<file path="src/rtl/cmp_pkg.sv">
// Shared definitions for the serial inequality comparator: FSM state
// encoding and the default operand word width.
package cmp_pkg;

    typedef enum logic {
        IDLE = 1'b0,
        RECV = 1'b1
    } cmp_state_t;

    localparam int CMP_WIDTH_DEFAULT = 5;

endpackage

</file>
<file path="src/rtl/sticky_xor_cell.sv">
// One-bit XOR followed by a sticky-OR register. o_next is the value the
// sticky flag takes on an enabled edge, so the parent can use it as the
// word result on the edge that accepts the final bit.
module sticky_xor_cell
    import cmp_pkg::*;
(
    input  logic clk,
    input  logic rst,
    input  logic i_clear,
    input  logic i_en,
    input  logic i_a,
    input  logic i_b,
    output logic o_next
);

    logic r_sticky;
    logic w_diff;

    assign w_diff = i_a ^ i_b;
    // A clear starts a new word, so earlier differences are dropped.
    assign o_next = i_clear ? w_diff : (r_sticky | w_diff);

    // Update the sticky difference flag whenever a bit is accepted.
    always_ff @(posedge clk or posedge rst) begin
        if (rst) begin
            r_sticky <= 1'b0;
        end else if (i_en) begin
            r_sticky <= o_next;
        end
    end

endmodule

</file>
<file path="src/rtl/serial_inequality_comparator.sv">
// Bit-serial inequality comparator. It takes two LSB-first operand streams
// and reports one registered neq result per WIDTH-bit word.
// Optional feature macro: SERIAL_CMP_CAPTURE_EN adds the a_word/b_word
// outputs, which hold the deserialised operands of the last word.
module serial_inequality_comparator
    import cmp_pkg::*;
#(
    parameter int WIDTH = CMP_WIDTH_DEFAULT
) (
    input  logic                         clk,
    input  logic                         rst,
    input  logic                         start,
    input  logic                         bit_valid,
    input  logic                         a_bit,
    input  logic                         b_bit,
    output logic                         busy,
    output logic [$clog2(WIDTH+1)-1:0]   bit_count,
    output logic                         neq_valid,
    output logic                         neq,
    output logic                         aborted
`ifdef SERIAL_CMP_CAPTURE_EN
    ,
    output logic [WIDTH-1:0]             a_word,
    output logic [WIDTH-1:0]             b_word
`endif
);

    localparam int CW = $clog2(WIDTH + 1);
    localparam logic [CW-1:0] LAST_IDX = CW'(WIDTH - 1);

    cmp_state_t      r_state;
    cmp_state_t      w_state_n;
    logic [CW-1:0]   r_bit_count;
    logic [CW-1:0]   w_bit_count_n;
    logic            r_neq_valid;
    logic            w_neq_valid_n;
    logic            r_neq;
    logic            w_neq_n;
    logic            r_aborted;
    logic            w_aborted_n;
    logic            w_accept;
    logic            w_sticky_next;

    // A bit only enters the sticky path when it starts or continues a word.
    assign w_accept = bit_valid & (start | (r_state == RECV));

    sticky_xor_cell u_sticky (
        .clk     (clk),
        .rst     (rst),
        .i_clear (start),
        .i_en    (w_accept),
        .i_a     (a_bit),
        .i_b     (b_bit),
        .o_next  (w_sticky_next)
    );

    // State, counter and result registers; reset discards any word in flight.
    always_ff @(posedge clk or posedge rst) begin
        if (rst) begin
            r_state     <= IDLE;
            r_bit_count <= '0;
            r_neq_valid <= 1'b0;
            r_neq       <= 1'b0;
            r_aborted   <= 1'b0;
        end else begin
            r_state     <= w_state_n;
            r_bit_count <= w_bit_count_n;
            r_neq_valid <= w_neq_valid_n;
            r_neq       <= w_neq_n;
            r_aborted   <= w_aborted_n;
        end
    end

    // Next-state logic: start/accept, abort on early start, completion on the last bit.
    always_comb begin
        w_state_n     = r_state;
        w_bit_count_n = r_bit_count;
        w_neq_valid_n = 1'b0;
        w_neq_n       = r_neq;
        w_aborted_n   = 1'b0;
        case (r_state)
            IDLE: begin
                if (bit_valid && start) begin
                    if (WIDTH == 1) begin
                        // A single-bit word is complete on its first bit.
                        w_neq_n       = w_sticky_next;
                        w_neq_valid_n = 1'b1;
                        w_bit_count_n = '0;
                    end else begin
                        w_bit_count_n = CW'(1);
                        w_state_n     = RECV;
                    end
                end
            end
            RECV: begin
                if (bit_valid) begin
                    if (start) begin
                        // Restart: this bit becomes bit 0 of a fresh word.
                        w_aborted_n   = 1'b1;
                        w_bit_count_n = CW'(1);
                    end else if (r_bit_count == LAST_IDX) begin
                        w_neq_n       = w_sticky_next;
                        w_neq_valid_n = 1'b1;
                        w_bit_count_n = '0;
                        w_state_n     = IDLE;
                    end else begin
                        w_bit_count_n = r_bit_count + CW'(1);
                    end
                end
            end
            default: begin
                w_state_n     = IDLE;
                w_bit_count_n = '0;
            end
        endcase
    end

    assign busy      = (r_state == RECV);
    assign bit_count = r_bit_count;
    assign neq_valid = r_neq_valid;
    assign neq       = r_neq;
    assign aborted   = r_aborted;

`ifdef SERIAL_CMP_CAPTURE_EN
    logic [WIDTH-1:0] r_a_shift;
    logic [WIDTH-1:0] r_b_shift;
    logic [WIDTH-1:0] r_a_word;
    logic [WIDTH-1:0] r_b_word;
    logic [WIDTH-1:0] w_a_shift_n;
    logic [WIDTH-1:0] w_b_shift_n;

    // New bits enter at the MSB so that after WIDTH bits bit 0 sits at the LSB.
    generate
        if (WIDTH == 1) begin : g_shift_w1
            assign w_a_shift_n = a_bit;
            assign w_b_shift_n = b_bit;
        end else begin : g_shift_wn
            assign w_a_shift_n = {a_bit, r_a_shift[WIDTH-1:1]};
            assign w_b_shift_n = {b_bit, r_b_shift[WIDTH-1:1]};
        end
    endgenerate

    // Shift accepted bits in; publish the words together with neq.
    always_ff @(posedge clk or posedge rst) begin
        if (rst) begin
            r_a_shift <= '0;
            r_b_shift <= '0;
            r_a_word  <= '0;
            r_b_word  <= '0;
        end else begin
            if (w_accept) begin
                r_a_shift <= w_a_shift_n;
                r_b_shift <= w_b_shift_n;
            end
            if (w_neq_valid_n) begin
                r_a_word <= w_a_shift_n;
                r_b_word <= w_b_shift_n;
            end
        end
    end

    assign a_word = r_a_word;
    assign b_word = r_b_word;
`endif

endmodule

</file>
<file path="config.mk">
export PLATFORM = sky130hd
export DESIGN_NAME = serial_inequality_comparator
export DESIGN_NICKNAME = d
export VERILOG_FILES = /design/src/rtl/cmp_pkg.sv /design/src/rtl/sticky_xor_cell.sv /design/src/rtl/serial_inequality_comparator.sv
export SDC_FILE = /design/constraint.sdc
export NUM_CORES = 1
export LEC_CHECK = 0
export CELL_PAD_IN_SITES_DETAIL_PLACEMENT = 2
export CELL_PAD_IN_SITES_GLOBAL_PLACEMENT = 2
export CORE_AREA = 4 4 41 43
export CTS_BUF_LIST = sky130_fd_sc_hd__clkbuf_16
export DETAILED_ROUTE_END_ITERATION = 6
export DIE_AREA = 0 0 45 47
export DONT_BUFFER_PORTS = 1
export PLACE_DENSITY = 0.79
export SETUP_SLACK_MARGIN = 0.5
export SYNTH_ARGS = -nofsm -noshare
export SYNTH_HDL_FRONTEND = slang
export SYNTH_HIERARCHICAL = 1
export SYNTH_SLANG_ARGS = --single-unit
export TNS_END_PERCENT = 1
</file>
<file path="constraint.sdc">
create_clock -name clk -period 1.6 [get_ports clk]
set_input_delay 0.48 -clock clk [delete_from_list [all_inputs] [get_ports clk]]
set_output_delay 0.48 -clock clk [all_outputs]
set_load 0.01 [all_outputs]
</file>
==> results.sh <==
export IMPL_grt_pass1_vias=366
export IMPL_peakVddDrop_v=0.0007852
export IMPL_regToRegEndpoint="neq"
export IMPL_grt_usage=0.1341
export IMPL_crit_slowest_cell="dfrtp_2"
export IMPL_finalSetupViolations=0
export IMPL_h_tree_depth=1
export IMPL_synth_seq_area_share=0.4734
export IMPL_period_share=0.8663
export IMPL_clkSinkCount=8
export IMPL_drt_pass1_iter_count=3
export IMPL_final_layout_size_suffix_gt1_frac=0.3478
export IMPL_cpPeakStageDelay_ns=0.44
export IMPL_clockBufferDepth=2
export IMPL_std_cell_rows=13
export IMPL_hold_slack_ns=0.08334
export IMPL_hp_class="in2async"
export IMPL_utilization=0.4308
export IMPL_synth_top_area_cell="dfrtp_1"
export IMPL_numCtsBuffers=3
export IMPL_yosys_warnings=6
export IMPL_period_needed_ns=1.386
export IMPL_grt_ovfl_total=0
export IMPL_synth_avg_cell_area_sq_um=10.57
export IMPL_final_max_slew_violation_count=0
export IMPL_power_density_nw_per_um2=1640
export IMPL_cp_arrival_ns=1.50
export IMPL_grt_max_degree=10
export IMPL_fillCellCount=142
export IMPL_cts_tree="built"
export IMPL_n_antenna_cell=0
export IMPL_grt_setup_unrepaired="yes"
export IMPL_io_buffers=0
export IMPL_cp_cell_sequence="inv_2, ha_4, nand2_4, nor3_4, mux2_4"
export IMPL_drv_cap=0
export IMPL_regArea_sq_um=201.4
export IMPL_die_h_um=47
export IMPL_dpl_hpwl_um=855.9
export IMPL_clkTransAtPathRegs_ns=0.04
export IMPL_nets=56
export IMPL_p_leak_uw=0.0002670
export IMPL_fmax_mhz=721.4
export IMPL_die_x_um=45
export IMPL_finalHoldViolCount=0
export IMPL_core_sq_um=1301
export IMPL_ys_ff_latch=8
export IMPL_crit_type="reg2reg"
export IMPL_start_kind="register"
export IMPL_vias=322
export IMPL_setup_worst_path_end_class="register"
export IMPL_syn_nets=48
export IMPL_multi_input_area_sq_um=198.9
export IMPL_fin_setup_tns_ns=0
export IMPL_critPathTopFamily="flip-flops"
export IMPL_ys_types=20
export IMPL_crit_reg2reg_launch="bit_count[1]"
export IMPL_cts_root_buf="clkbuf_16"
export IMPL_clock_latency_ns=0.23
export IMPL_wirelength_um=1142
export IMPL_gp_congestion=0.7078
export IMPL_dieArea_sq_um=2115
export IMPL_worst_path_buf_inv=1
export IMPL_post_drt_wl_per_cell_um=18.72
export IMPL_final_area_sq_um=560.5
export IMPL_io_pins=13
export IMPL_synth_area_sq_um=422.9
export IMPL_netlist_instances=40
export IMPL_ff2ff_setup_slack_ns=0.21
export IMPL_ant_nets=0
export IMPL_grt_pass1_wl_um=1876
export IMPL_drtIter0Drc=2
export IMPL_drcViolationCount=0
export IMPL_antenna_found_initial=0
export IMPL_vias_per_cell=5.279
export IMPL_required_ns=1.71
export IMPL_critPathMaxFanout=3
export IMPL_synth_top_cell_area_share=0.4734
export IMPL_max_slew_margin_rel=0.7944
export IMPL_initial_utilization=0.3250
export IMPL_status="complete, no violations"
export IMPL_area_growth_pct=32.54
export IMPL_netlist_top_cells_area="dfrtp_1 47%, inv_1 6.2%, ha_1 5.9%"
export IMPL_r2r_cells=5
export IMPL_placed_area_sq_um=441.7
export IMPL_fin_skew_ns=0.002741
export IMPL_worst_pin_slew_ns=0.3080
worst register-to-register path: stages (launching register included):
cell and delay, ns:
dfrtp_2 0.44, inv_2 0.09, ha_4 0.14, nand2_4 0.06, nor3_4 0.22, mux2_4 0.32
metal layers:
layer	track usage	wire length, um	up-vias
met4	0.07018	14	0
met3	0.04598	74	2
li1	-	-	149
met1	0.1429	448	161
met5	0	0	-
met2	0.2345	604	10
through the flow:
step	std cells	worst slack [ns]	total power, uW
2_1_floorplan	40	0.2268	414.8
3_3_place_gp	55	0.1484	438.0
3_5_place_dp	55	0.04236	462.3
4_1_cts	61	0.1471	933.8
5_1_grt	61	0.1433	983.6
6_report	61	0.2139	919.3
what timing repair did:
action | in CTS | in global routing
setup endpoints to repair | 13 | 14
cloned | 0 | 0
hold endpoints to repair | 1 | 0
hold buffers | 1 | 0
buffers inserted | 2 | 0
pin swaps | 1 | 1
resized for setup | 4 | 2
layout by cell type (no fill, tap or decap), types with 2 or more instances in the layout:
| cell type | Yosys | layout |
|---|---|---|
| inv_2 | 0 | 2 |
| buf_4 | 2 | 4 |
| clkbuf_16 | 0 | 3 |
| a21oi_1 | 2 | 2 |
| dfrtp_1 | 8 | 7 |
| o22ai_1 | 2 | 2 |
| o21ai_0 | 2 | 2 |
| inv_1 | 7 | 5 |
| o21a_1 | 2 | 2 |
cell families after synthesis:
logic type                 share of synthesized area
adders and majority gates                    0.05916
AOI/OAI and AO/OA                             0.1746
and+or+nand+nor                               0.1390
xor gates and xnor gates                     0.02071
buffers and inverters                        0.09763
muxes                                        0.03549
DFF                                           0.4734
report_power, final:
part	leakage, uW	switching, uW	total, uW	internal (uW)
Combinational	0.000133	91.9	196	104
Clock	0.0000370	95.4	417	322
Sequential	0.0000968	60.0	306	246
cell type report:
class | instances | area share
clock buffer | 3 | 0.1339
inverter | 7 | 0.04687
multi-input combinational | 23 | 0.3549
sequential | 8 | 0.3594
tap | 15 | 0.03348
timing repair buffer | 5 | 0.07143
worst max-delay path by stage:
stage                     slack (ns)    startpoint   to  cells after the start
after detailed placement        0.04  bit_count[1]  neq                      5
after global placement          0.15  bit_count[1]  neq                      5
after global routing            0.14  bit_count[1]  neq                      5
final                           0.21  bit_count[1]  neq                      5
after floorplan                 0.23  bit_count[1]  neq                      5
after CTS                       0.15  bit_count[1]  neq                      5
flip-flops by register name, summed over array words and instances (netlist names):
signal / flops
neq: 1
bit_count: 3
neq_valid: 1
busy: 1
u_sticky/r_sticky: 1
aborted: 1
cell usage after synthesis:
| master | count |
|---|---|
| xnor2_1 | 1 |
| nor2_1 | 1 |
| a21oi_1 | 2 |
| o21ai_0 | 2 |
| and3_1 | 1 |
| a31o_1 | 1 |
| nand2_2 | 2 |
| dfrtp_1 | 8 |
| mux2_4 | 1 |
| inv_1 | 7 |
| buf_4 | 2 |
| and4b_2 | 1 |
| ha_1 | 2 |
| o2bb2ai_1 | 1 |
| a22o_1 | 1 |
| o22ai_1 | 2 |
| nand2_1 | 1 |
| nor3_4 | 1 |
| o21a_1 | 2 |
| nand3_1 | 1 |
Note: power is estimated with default switching activity, not from simulation.
